--- config.mk ---
export PLATFORM = sky130hd
export DESIGN_NAME = ieee754_norm
export DESIGN_NICKNAME = d
export VERILOG_FILES = /design/src/rtl/ieee754_pkg.sv /design/src/rtl/ieee754_lzc.sv /design/src/rtl/ieee754_norm.sv
export SDC_FILE = /design/constraint.sdc
export NUM_CORES = 1
export LEC_CHECK = 0
export ABC_AREA = 1
export BUFFER_PORTS_ARGS = -buffer_cell sky130_fd_sc_hd__buf_2
export CAP_MARGIN = 20
export CORE_MARGIN = 2
export CORE_UTILIZATION = 52
export CTS_CLUSTER_DIAMETER = 30
export DETAILED_ROUTE_END_ITERATION = 10
export HOLD_SLACK_MARGIN = 0.1
export PLACE_DENSITY = 0.77
export SETUP_SLACK_MARGIN = 0.05
export SLEW_MARGIN = 15
export SYNTH_ARGS = -nofsm -noshare
export SYNTH_HDL_FRONTEND = slang
export SYNTH_HIERARCHICAL = 1
export SYNTH_SLANG_ARGS = --single-unit
export TNS_END_PERCENT = 100
--- constraint.sdc ---
create_clock -name clk -period 2.1 [get_ports clk]
set_input_delay 0.315 -clock clk [delete_from_list [all_inputs] [get_ports clk]]
set_output_delay 0.315 -clock clk [all_outputs]
set_load 0.05 [all_outputs]
--- src/rtl/ieee754_pkg.sv ---
// rtl/ieee754_pkg.sv - shared types and constants for the float32 normalizer
// Contents: state_t (IDLE/NORM/DONE), field widths EXP_W/MNT_W/FRAC_W,
// exponent limits EXP_MAX and EXP_MIN_NORM.
package ieee754_pkg;

    localparam int EXP_W  = 8;
    localparam int MNT_W  = 25;
    localparam int FRAC_W = 23;

    localparam logic [EXP_W-1:0] EXP_MAX      = 8'hFF;
    localparam logic [EXP_W-1:0] EXP_MIN_NORM = 8'h01;

    typedef enum logic [1:0] {
        IDLE = 2'd0,
        NORM = 2'd1,
        DONE = 2'd2
    } state_t;

endpackage

--- src/rtl/ieee754_lzc.sv ---
// rtl/ieee754_lzc.sv - 24-bit combinational leading-zero counter
// Ports: din  [23:0] value to scan from bit 23 downward
//        cnt  [4:0]  number of leading zeros (24 when din is zero)
module ieee754_lzc (
    input  logic [23:0] din,
    output logic [4:0]  cnt
);

    // Scanning upward lets the highest set bit be the last one written.
    always_comb begin
        cnt = 5'd24;
        for (int i = 0; i < 24; i++) begin
            if (din[i]) begin
                cnt = 5'(23 - i);
            end
        end
    end

endmodule

--- src/rtl/ieee754_norm.sv ---
// rtl/ieee754_norm.sv - normalizes {sign, exp, 25-bit mantissa} into a float32 word
// Ports: clk, rst (async, active-high)
//        in_valid/in_ready handshake with in_sign, in_exp[7:0], in_mnt[24:0]
//        ([24] carry, [23] hidden bit, [22:0] fraction)
//        out_valid/out_ready handshake with out[31:0] = {sign, exp, frac}
// Option: IEEE754_NORM_FAST_EN replaces the one-bit-per-cycle left shift with a
//         single leading-zero shift (results unchanged, latency shorter).
module ieee754_norm
    import ieee754_pkg::*;
(
    input  logic              clk,
    input  logic              rst,
    input  logic              in_valid,
    output logic              in_ready,
    input  logic              in_sign,
    input  logic [EXP_W-1:0]  in_exp,
    input  logic [MNT_W-1:0]  in_mnt,
    output logic              out_valid,
    input  logic              out_ready,
    output logic [31:0]       out
);

    state_t             state_q, state_d;
    logic               sign_q, sign_d;
    logic [EXP_W-1:0]   exp_q, exp_d;
    logic [MNT_W-1:0]   mnt_q, mnt_d;
    logic [31:0]        out_q, out_d;
    logic [EXP_W-1:0]   exp_inc;

    assign exp_inc = exp_q + 8'd1;

`ifdef IEEE754_NORM_FAST_EN
    logic [4:0]         lz_cnt;
    logic [EXP_W-1:0]   lz_exp;
    logic [EXP_W-1:0]   exp_room;
    logic [23:0]        mnt_full;
    logic [MNT_W-1:0]   mnt_clamp;

    ieee754_lzc u_lzc (
        .din (mnt_q[23:0]),
        .cnt (lz_cnt)
    );

    // exp_room is how far the exponent may drop before reaching the minimum
    // normal exponent; a shift larger than that must stop there and flush.
    assign lz_exp    = {3'b000, lz_cnt};
    assign exp_room  = exp_q - EXP_MIN_NORM;
    assign mnt_full  = mnt_q[23:0] << lz_cnt;
    assign mnt_clamp = mnt_q << exp_room;
`endif

    // State and datapath registers
    always_ff @(posedge clk or posedge rst) begin
        if (rst) begin
            state_q <= IDLE;
            sign_q  <= 1'b0;
            exp_q   <= '0;
            mnt_q   <= '0;
            out_q   <= '0;
        end else begin
            state_q <= state_d;
            sign_q  <= sign_d;
            exp_q   <= exp_d;
            mnt_q   <= mnt_d;
            out_q   <= out_d;
        end
    end

    // Next-state and datapath update
    always_comb begin
        state_d = state_q;
        sign_d  = sign_q;
        exp_d   = exp_q;
        mnt_d   = mnt_q;
        out_d   = out_q;
        case (state_q)
            IDLE: begin
                if (in_valid) begin
                    sign_d  = in_sign;
                    exp_d   = in_exp;
                    mnt_d   = in_mnt;
                    state_d = NORM;
                end
            end
            NORM: begin
                if (mnt_q == '0 || exp_q == '0) begin
                    out_d   = {sign_q, 31'b0};
                    state_d = DONE;
                end else if (mnt_q[24]) begin
                    // Carry out: one right shift, truncating bit 0.
                    mnt_d   = mnt_q >> 1;
                    exp_d   = exp_inc;
                    out_d   = (exp_inc == EXP_MAX) ? {sign_q, EXP_MAX, 23'b0}
                                                   : {sign_q, exp_inc, mnt_q[23:1]};
                    state_d = DONE;
                end else if (mnt_q[23]) begin
                    out_d   = {sign_q, exp_q, mnt_q[FRAC_W-1:0]};
                    state_d = DONE;
                end else if (exp_q == EXP_MIN_NORM) begin
                    out_d   = {sign_q, 31'b0};
                    state_d = DONE;
                end else begin
`ifdef IEEE754_NORM_FAST_EN
                    if (lz_exp <= exp_room) begin
                        mnt_d   = {1'b0, mnt_full};
                        exp_d   = exp_q - lz_exp;
                        out_d   = {sign_q, exp_q - lz_exp, mnt_full[FRAC_W-1:0]};
                        state_d = DONE;
                    end else begin
                        // Exponent bottoms out first; the next edge flushes.
                        mnt_d = mnt_clamp;
                        exp_d = EXP_MIN_NORM;
                    end
`else
                    mnt_d = mnt_q << 1;
                    exp_d = exp_q - 8'd1;
`endif
                end
            end
            DONE: begin
                if (out_ready) begin
                    state_d = IDLE;
                end
            end
            default: state_d = IDLE;
        endcase
    end

    // Outputs
    always_comb begin
        in_ready  = (state_q == IDLE) && !rst;
        out_valid = (state_q == DONE);
        out       = out_q;
    end

endmodule

==> results of run 1 <==
## placed cells by master, fill, tap and decap left out, types with 2 or more instances in the layout
cell type | netlist | final
ha_1 | 5 | 4
o211ai_1 | 2 | 2
a21oi_1 | 24 | 24
nand4_1 | 3 | 3
nand2_2 | 5 | 4
buf_12 | 0 | 2
dfrtp_2 | 0 | 2
inv_1 | 52 | 51
nand2_4 | 3 | 4
nand3_4 | 2 | 2
bufinv_16 | 0 | 2
inv_2 | 5 | 6
nor2_4 | 2 | 2
nand3_1 | 77 | 77
clkbuf_8 | 0 | 10
nand3_2 | 3 | 3
nand2_1 | 301 | 301
buf_4 | 3 | 15
nor2_1 | 68 | 68
nor2_2 | 4 | 4
buf_2 | 14 | 71
dfrtp_1 | 68 | 66
o21ai_0 | 19 | 19
o21ai_1 | 4 | 4
## logic make-up (layout without fill, tap and decap cells)
family	after synthesis	in the layout	share of synthesized area
buf+inv	95	164	0.101
simple gates	472	472	0.445
fa+ha+maj	5	5	0.0139
compound gates	51	51	0.0585
flops	68	68	0.377
mux	1	1	0.00250
xor+xnor	1	1	0.00194
## state kept, by name, summed over array words and instances (netlist names)
signal,flops
out,32
sign_q,1
mnt_q,25
exp_q,8
state_q,2
## worst min-delay path by stage
stage	endpoint	start	slack, ns	cells past startpoint
final	state_q[1]$_DFFE_PP0P_	out_ready	0.15	2
after global routing	state_q[1]$_DFFE_PP0P_	out_ready	0.16	2
after CTS	state_q[1]$_DFFE_PP0P_	out_ready	0.15	2
after detailed placement	out[23]$_DFFE_PP0P_	rst	0.35	2
after global placement	state_q[1]$_DFFE_PP0P_	rst	0.33	2
after floorplan	state_q[1]$_DFFE_PP0P_	out_ready	0.40	1
## cell type report
class                      count  area share
multi-input combinational    530       0.457
sequential                    68       0.330
clock inverter                 4      0.0143
clock buffer                  11      0.0274
timing repair buffer          90       0.102
tap                          105      0.0254
inverter                      59      0.0434
## routing by layer
layer	part of all wire	global-route usage
met1	0.46	0.399
met2	0.44	0.402
met3	0.082	0.0424
met4	0.017	0.0899
met5	0	0
## what timing repair did
action	4_1_cts	5_1_grt
hold buffers	1	0
hold endpoints to repair	17	0
setup endpoints to repair	0	26
resized for setup	0	5
buffers inserted	0	2
## worst register-to-register path, cell delays in order (launching register included)
cell	delay [ns]
dfrtp_2	0.46
ha_2	0.23
nand2_1	0.10
nand2_1	0.10
nor2_1	0.09
nand3_1	0.13
nor2_2	0.17
nand2_4	0.11
buf_6	0.17
nand2_1	0.06
nand2_1	0.08
nand2_1	0.08
nand2_1	0.05
## power by group
group | switching, mW | internal, mW | leakage (nW)
combinational | 3.62 | 1.55 | 2.09
sequential | 0.584 | 1.87 | 0.863
clock | 0.503 | 0.695 | 0.109
total | 4.70 | 4.12 | 3.07
## metrics by stage
stage          hold slack [ns]  instances  total power, mW  worst slack, ns  utilization
2_1_floorplan            0.401        693             6.41           0.0735            -
3_3_place_gp             0.334        849             7.42            0.135        0.592
3_5_place_dp             0.351        849             7.54           0.0881        0.592
4_1_cts                  0.151        865             8.76           0.0576        0.619
5_1_grt                  0.161        867             9.57           0.0516        0.622
6_report                 0.154        867             8.82            0.188        0.622
==> metrics.cfg, run 1 <==
[run_status]
status=finished, final reports clean

[critical_path]
timing.rr.end=out[10]$_DFFE_PP0P_
cp-end-kind=flip-flop
crit_required_ns=2.34
crit_end=out[10]$_DFFE_PP0P_
crit_top_cell=nand2_1
cp_slowest_stage_delay_ns=0.46
rr_startpoint=exp_q[0]$_DFFE_PP0P_
cp.arrival_ns=2.16
cp_num_buf_inv=1
critical_path_peak_fanout=12
path_class=flip-flop to flip-flop
critical_path.top_delay_family=simple AND/OR/NAND/NOR gates
r2r_cells=12
r2r_setup_slack_ns=0.19
cp_cell_sequence=ha_2 > nand2_1 > nand2_1 > nor2_1 > nand3_1 > nor2_2 > nand2_4 > buf_6 > nand2_1 > nand2_1 > nand2_1 > nand2_1
start_kind=flip-flop
slowest_stage=dfrtp_2
crit_start=exp_q[0]$_DFFE_PP0P_
critical_path_depth=12

[clocking]
cts_tree=done
clk_latency_ns=0.35
cts_buffer_depth=2
clock-sinks=68
root_buffer=clkbuf_8
cts.htree.levels=3
numCtsBuffers=9
cts.clk_slew.worst_paths_ns=0.07

[drt]
wirelength_um=12300
drc=0
num_vias=4554
wl_per_cell_um=14.2
drt_iter0_drc=340
vias_per_cell=5.25
firstDrtPassIters=5
drtAntennaViolNets=0

[sta]
skew_ns=0.0116
hold_viol=0
relSlewSlack=0.549
rsz0062_at_grt=no
setup_viol=0
period_share=0.911
slew_viol_final=0
fmax_mhz=523
tns_ns=0
tightestPinTransition_ns=0.675
min_period_ns=1.91

[synth]
syn_area_per_cell_um2=6.51
netlist_area_um2=4510
yosysSeqAreaShare=0.377
syn_inst=693
synth_nets=736
synth.most_common_cell=nand2_1
ys_warn_count=6
ys_ff_latch=68
async_flop_share=1.00
synth_top_area_cell=dfrtp_1
synth_area_leaders=dfrtp_1, nand2_1, nand3_1
synth_ff_type=dfrtp_1
synth_edf_count=0
synth_cell_types=32
ys_top_cells_by_count=nand2_1, nand3_1, dfrtp_1, nor2_1, inv_1
synth_top_area_frac=0.377

[floorplanning]
dieWidth_um=97.1
ios=72
core-area_um2=8300
die_h_um=97.1
num_rows=33
initial_utilization=0.543
die_area_um2=9430

[finish]
nets=801
drive_above_1_share=0.177
multiInputGateArea_um2=2360
area_growth_pct=14.5
n_fill_cell=800
stdcell_area_um2=5160
seqCellArea_um2=1700
n_antenna_cell=0

[run]
drv_cap=0

[placement]
post-dp-hpwl_um=8410
place_area_um2=4910
gp_congestion=0.964
portBuffers=71

[power_and_ir_drop]
p_leak_nw=3.07
ir_drop_mv=0.781
pwr_density_cell_nw_per_um2=1710

[global_route]
grt_remaining_overflow=0
grt_max_degree=52
grt_util_all_layers=0.269
grt_pass1_wl_um=20900
grt_pass1_vias=4276
antenna_found_initial=0

[hold_path]
min_path_type=primary input to flip-flop

(Power assumes the default switching activity.)
==> run 2, diff against run 1 <==
CORE_ASPECT_RATIO = 1.2   (was default)
SYNTH_HIERARCHICAL = default   (was 1)
==> metrics.cfg, run 2 <==
[run_status]
status=finished, final reports clean  ; unchanged

[sta]
rsz0062_at_grt=no  ; unchanged
period_share=0.882  ; was 0.911
relSlewSlack=0.582  ; was 0.549
setup_viol=0  ; unchanged
layout_setup_ws_ns=0.248  ; was 0.188 ns
fmax_mhz=540  ; was 523 MHz
tns_ns=0  ; unchanged
skew_ns=0.0131  ; was 0.0116 ns
tightestPinTransition_ns=0.625  ; was 0.675 ns
min_period_ns=1.85  ; was 1.91 ns
hold_viol=0  ; unchanged
slew_viol_final=0  ; unchanged

[floorplanning]
dieWidth_um=89.0  ; was 97.1 um
core-area_um2=8520  ; was 8300 um^2
die_area_um2=9440  ; was 9430 um^2
die_h_um=106  ; was 97.1 um
initial_utilization=0.529  ; was 0.543
ios=72  ; unchanged
num_rows=37  ; was 33

[critical_path]
slowest_stage=dfrtp_1  ; was dfrtp_2
critical_path.top_delay_family=simple AND/OR/NAND/NOR gates  ; unchanged
cp.arrival_ns=2.06  ; was 2.16 ns
r2r_setup_slack_ns=0.25  ; was 0.19 ns
cp_num_buf_inv=2  ; was 1
critical_path_peak_fanout=36  ; was 12
crit_required_ns=2.31  ; was 2.34 ns
path_class=flip-flop to flip-flop  ; unchanged
cp_cell_sequence=inv_1 > ha_1 > nand3_4 > nand2_2 > inv_2 > nand3_2 > nand2_4 > o31ai_1  ; was ha_2 > nand2_1 > nand2_1 > nor2_1 > nand3_1 > nor2_2 > nand2_4 > buf_6 > nand2_1 > nand2_1 > nand2_1 > nand2_1
start_kind=flip-flop  ; unchanged
cp_slowest_stage_delay_ns=0.46  ; about the same
cp-end-kind=flip-flop  ; unchanged

[global_route]
grt_util_all_layers=0.277  ; was 0.269
grt_max_degree=69  ; was 52
grt_remaining_overflow=0  ; unchanged
grt_pass1_wl_um=20600  ; was 20,900 um
antenna_found_initial=0  ; unchanged
grt_pass1_vias=4568  ; was 4,276

[synth]
synth_nets=736  ; unchanged
ys_warn_count=0  ; was 6
syn_inst=693  ; unchanged
syn_area_per_cell_um2=6.51  ; unchanged
synth_area_leaders=dfrtp_1, nand2_1, nand3_1  ; unchanged
async_flop_share=1.00  ; unchanged
synth_edf_count=0  ; unchanged
synth.most_common_cell=nand2_1  ; unchanged
synth_ff_type=dfrtp_1  ; unchanged
yosysSeqAreaShare=0.377  ; unchanged
synth_cell_types=32  ; unchanged
ys_top_cells_by_count=nand2_1, nand3_1, dfrtp_1, nor2_1, inv_1  ; unchanged
synth_top_area_frac=0.377  ; unchanged
ys_ff_latch=68  ; unchanged
synth_top_area_cell=dfrtp_1  ; unchanged
netlist_area_um2=4510  ; unchanged

[drt]
wirelength_um=12400  ; was 12,300 um
drc=0  ; unchanged
num_vias=4696  ; was 4,554
vias_per_cell=5.35  ; was 5.25
drt_iter0_drc=392  ; was 340
wl_per_cell_um=14.1  ; was 14.2 um
drtAntennaViolNets=0  ; unchanged
firstDrtPassIters=8  ; was 5

[finish]
n_antenna_cell=0  ; unchanged
area_growth_pct=15.3  ; was 14.5%
drive_above_1_share=0.175  ; was 0.177
nets=799  ; was 801
largest_reg_flops=32  ; unchanged
final_common_cell=nand2_1  ; unchanged
mostFrequentLayoutCells=nand2_1, nand3_1, buf_2, nor2_1, dfrtp_1  ; unchanged

[placement]
dp_slack_ns=0.243  ; was 0.0881 ns
gp_congestion=0.949  ; was 0.964
portBuffers=71  ; unchanged
post-dp-hpwl_um=8050  ; was 8410 um

[power_and_ir_drop]
ir_drop_mv=0.785  ; was 0.781 mV
pwr_density_cell_nw_per_um2=1720  ; was 1710 nW/um^2
p_leak_nw=3.06  ; was 3.07 nW

[clocking]
numCtsBuffers=9  ; unchanged
root_buffer=clkbuf_8  ; unchanged
clock-sinks=68  ; unchanged
clk_latency_ns=0.35  ; about the same
cts.clk_slew.worst_paths_ns=0.07  ; about the same
cts.htree.levels=3  ; unchanged
cts_tree=done  ; unchanged
cts_buffer_depth=2  ; unchanged

[hold_path]
min_path_type=primary input to flip-flop  ; unchanged

[run]
drv_cap=0  ; unchanged

[run 2: changes by cell type in the layout (fill, tap and decap cells not counted), sizes merged]
cell      before  now
buf           89   87
bufinv         2    3
clkbuf        11   10
clkinvlp       0    1
[run 2: final timing paths]
kind,startpoint,end,cells after the start
max,exp_q[1]$_DFFE_PP0P_,state_q[1]$_DFFE_PP0P_,8
min,out_ready,state_q[1]$_DFFE_PP0P_,2
max reg2reg,exp_q[1]$_DFFE_PP0P_,state_q[1]$_DFFE_PP0P_,8
min reg2reg,out[29]$_DFFE_PP0P_,out[29]$_DFFE_PP0P_,2
max in group asynchronous,rst,exp_q[0]$_DFFE_PP0P_,4
min in group asynchronous,rst,mnt_q[24]$_DFFE_PP0P_,4
[run 2: layer usage]
layer	track usage	part of all wire	up-vias
met5	0	0	-
met4	0.154	0.040	0
met3	0.0295	0.058	47
met2	0.453	0.49	185
met1	0.354	0.41	2188
li1	-	-	2276
[run 2: final cells by class]
type | instances | area (um^2)
clock buffer | 10 | 138
inverter | 59 | 224
multi-input combinational | 530 | 2350
clock inverter | 6 | 111
fill | 827 | 3320
tap | 117 | 146
timing repair buffer | 88 | 523
sequential | 68 | 1700
[run 2: what timing repair did]
action / 4_1_cts / 5_1_grt
hold buffers: 1 / 0
hold endpoints to repair: 68 / 0
setup buffers: 0 / 3
gates resized for setup: 0 / 1
setup endpoints to repair: 0 / 23
[run 2: report_power, final]
part	leakage, nW	internal (mW)	switching (mW)	total, mW
sequential	0.864	1.87	0.590	2.46
combinational	2.08	1.54	3.62	5.16
clock	0.122	0.821	0.519	1.34
total	3.06	4.23	4.73	8.97
[run 2: cell families (layout without fill, tap and decap cells)]
| logic type | after synthesis | in the layout | synth area share |
|---|---|---|---|
| AO/OA/AOI/OAI | 51 | 51 | 0.0585 |
| XOR/XNOR | 1 | 1 | 0.00194 |
| adder cells (fa/ha/maj) | 5 | 5 | 0.0139 |
| buffers and inverters | 95 | 163 | 0.101 |
| flip-flops | 68 | 68 | 0.377 |
| multiplexers | 1 | 1 | 0.00250 |
| AND/OR/NAND/NOR | 472 | 472 | 0.445 |
[run 2: stage by stage]
stage	utilization	total power, mW	hold WS, ns	cell area [um^2]	std cells
floorplan	-	6.41	0.401	4510	693
global placement	0.577	7.37	0.427	4910	858
detailed placement	0.577	7.52	0.433	4910	858
CTS	0.607	8.89	0.119	5170	875
global route	0.610	9.69	0.128	5200	878
finish	0.610	8.97	0.131	5200	878
==> run 3, diff against run 2 <==
GPL_TIMING_DRIVEN = 0   (was default)
==> metrics.cfg, run 3 (same netlist as run 2, synthesis figures left out) <==
[critical_path]
cp_cell_sequence=ha_1 > nand2_1 > inv_1 > nand2_1 > nand2_1 > nand2_1 > nand2_1 > inv_1 > nand2_2 > buf_6 > nand2_1 > nand2_1 > nand2_1 > nand2_1  ; was inv_1 > ha_1 > nand3_4 > nand2_2 > inv_2 > nand3_2 > nand2_4 > o31ai_1
r2r_setup_slack_ns=0.18  ; was 0.25 ns
start_kind=flip-flop  ; unchanged
r2r_cells=14  ; was 8
timing.rr.end=out[2]$_DFFE_PP0P_  ; was state_q[1]$_DFFE_PP0P_
critical_path.top_delay_family=simple AND/OR/NAND/NOR gates  ; unchanged
crit_top_cell=nand2_1
cp-end-kind=flip-flop  ; unchanged
slowest_stage=dfrtp_2  ; was dfrtp_1
critical_path_peak_fanout=10  ; was 36
crit_required_ns=2.35  ; was 2.31 ns
cp.arrival_ns=2.17  ; was 2.06 ns
cp_slowest_stage_delay_ns=0.47  ; was 0.46 ns
cp_num_buf_inv=3  ; was 2
rr_startpoint=exp_q[0]$_DFFE_PP0P_  ; was exp_q[1]$_DFFE_PP0P_
path_class=flip-flop to flip-flop  ; unchanged

[placement]
gp_congestion=0.927  ; was 0.949
place_area_um2=5040  ; was 4910 um^2
placed_cells=882  ; was 858
post-dp-hpwl_um=9320  ; was 8050 um
portBuffers=71  ; unchanged

[floorplanning]
initial_utilization=0.529  ; unchanged
dieWidth_um=89.0  ; unchanged
core-area_um2=8520  ; unchanged
num_rows=37  ; unchanged
ios=72  ; unchanged
die_area_um2=9440  ; unchanged
die_h_um=106  ; unchanged

[clocking]
cts_tree=done  ; unchanged
clk_latency_ns=0.36  ; was 0.35 ns
cts.clk_slew.worst_paths_ns=0.08  ; was 0.07 ns
root_buffer=clkbuf_8  ; unchanged
cts.htree.levels=3  ; unchanged
clock-sinks=68  ; unchanged
numCtsBuffers=9  ; unchanged
cts_buffer_depth=2  ; unchanged

[power_and_ir_drop]
p_leak_nw=3.11  ; was 3.06 nW
ir_drop_mv=0.843  ; was 0.785 mV
pwr_density_cell_nw_per_um2=1710  ; was 1720 nW/um^2

[drt]
drt_iter0_drc=301  ; was 392
vias_per_cell=5.26  ; was 5.35
drtAntennaViolNets=0  ; unchanged
wl_per_cell_um=14.3  ; was 14.1 um
firstDrtPassIters=5  ; was 8
drc=0  ; unchanged
num_vias=4731  ; was 4,696
wirelength_um=12800  ; was 12,400 um

[sta]
relSlewSlack=0.635  ; was 0.582
min_period_ns=1.92  ; was 1.85 ns
rsz0062_at_grt=no  ; unchanged
slew_viol_final=0  ; unchanged
fmax_mhz=521  ; was 540 MHz
hold_viol=0  ; unchanged
skew_ns=0.00639  ; was 0.0131 ns
setup_viol=0  ; unchanged
holdWs_ns=0.122  ; was 0.131 ns
period_share=0.914  ; was 0.882
tightestPinTransition_ns=0.548  ; was 0.625 ns

[finish]
multiInputGateArea_um2=2350  ; unchanged
drive_above_1_share=0.185  ; was 0.175
final_common_cell=nand2_1  ; unchanged
n_fill_cell=857  ; was 827
n_antenna_cell=0  ; unchanged
mostFrequentLayoutCells=nand2_1, buf_2, nand3_1, nor2_1, dfrtp_1  ; was nand2_1, nand3_1, buf_2, nor2_1, dfrtp_1
area_growth_pct=17.0  ; was 15.3%
layout.cells.non_filler=900  ; was 878
stdcell_area_um2=5280  ; was 5200 um^2
largest_reg_flops=32  ; unchanged
post-route-util=0.619  ; was 0.610
nets=821  ; was 799
seqCellArea_um2=1700  ; unchanged

[hold_path]
worst_hold_path.endpoint=state_q[1]$_DFFE_PP0P_  ; unchanged
min_path_type=primary input to flip-flop  ; unchanged
holdPathStages=2  ; unchanged
hold_start=out_ready  ; unchanged

[run]
drv_cap=0  ; unchanged

[global_route]
grt_pass1_wl_um=21400  ; was 20,600 um
antenna_found_initial=0  ; unchanged
grt_remaining_overflow=0  ; unchanged
grt_pass1_vias=4649  ; was 4,568
grt_util_all_layers=0.290  ; was 0.277
grt_max_degree=59  ; was 69

[run_status]
status=finished, final reports clean  ; unchanged

-- run 3: worst reg2reg max path: stages, from the launching register on --
cell and delay (ns):
dfrtp_2 0.47, ha_1 0.26, nand2_1 0.12, inv_1 0.07, nand2_1 0.06, nand2_1 0.05
nand2_1 0.09, nand2_1 0.05, inv_1 0.08, nand2_2 0.13, buf_6 0.18, nand2_1 0.08
nand2_1 0.05, nand2_1 0.05, nand2_1 0.06
-- run 3: routing by layer --
metal	vias up	part of all wire	global-route usage
met5	-	0	0
met4	0	0.037	0.136
met3	38	0.056	0.0489
met2	168	0.50	0.483
met1	2199	0.41	0.359
li1	2326	-	-
-- run 3: worst max path at each step --
stage               slack, ns                   end            startpoint  depth (start not counted)
global route             0.05    out[2]$_DFFE_PP0P_  exp_q[0]$_DFFE_PP0P_                         14
finish                   0.18    out[2]$_DFFE_PP0P_  exp_q[0]$_DFFE_PP0P_                         14
CTS                      0.13   out[23]$_DFFE_PP0P_  exp_q[0]$_DFFE_PP0P_                         13
global placement        -0.78    out[7]$_DFFE_PP0P_                   rst                          2
floorplan                0.07  exp_q[0]$_DFFE_PP0P_                   rst                          1
detailed placement       0.15   out[23]$_DFFE_PP0P_  exp_q[0]$_DFFE_PP0P_                         13
-- run 3: power by group --
part	internal (mW)	switching, mW
Clock	0.664	0.550
Combinational	1.67	3.71
Sequential	1.87	0.542
Total	4.20	4.80
-- run 3: through the flow --
stage                     power (mW)  setup WS, ns  TNS, ns
after global routing            9.77        0.0501        0
final                           9.00         0.180        0
after CTS                       8.99         0.130        0
after detailed placement        7.75         0.146        0
after global placement          7.61        -0.778   -52.43
after floorplan                 6.41        0.0735        0
-- run 3: repair_timing --
action,CTS,global route
gates resized for setup,0,1
buffers inserted,0,1
setup endpoints to repair,0,21
hold endpoints to repair,10,0
hold buffers,1,0
-- run 3: final cells by class --
cell class | instances | share of cell area
clock inverters | 7 | 0.0173
clock buffers | 9 | 0.0235
well taps | 117 | 0.0278
flip-flops and latches | 68 | 0.323
plain buffers | 36 | 0.0439
multi-input cells | 530 | 0.446
inverters | 59 | 0.0429
repair buffers | 74 | 0.0759
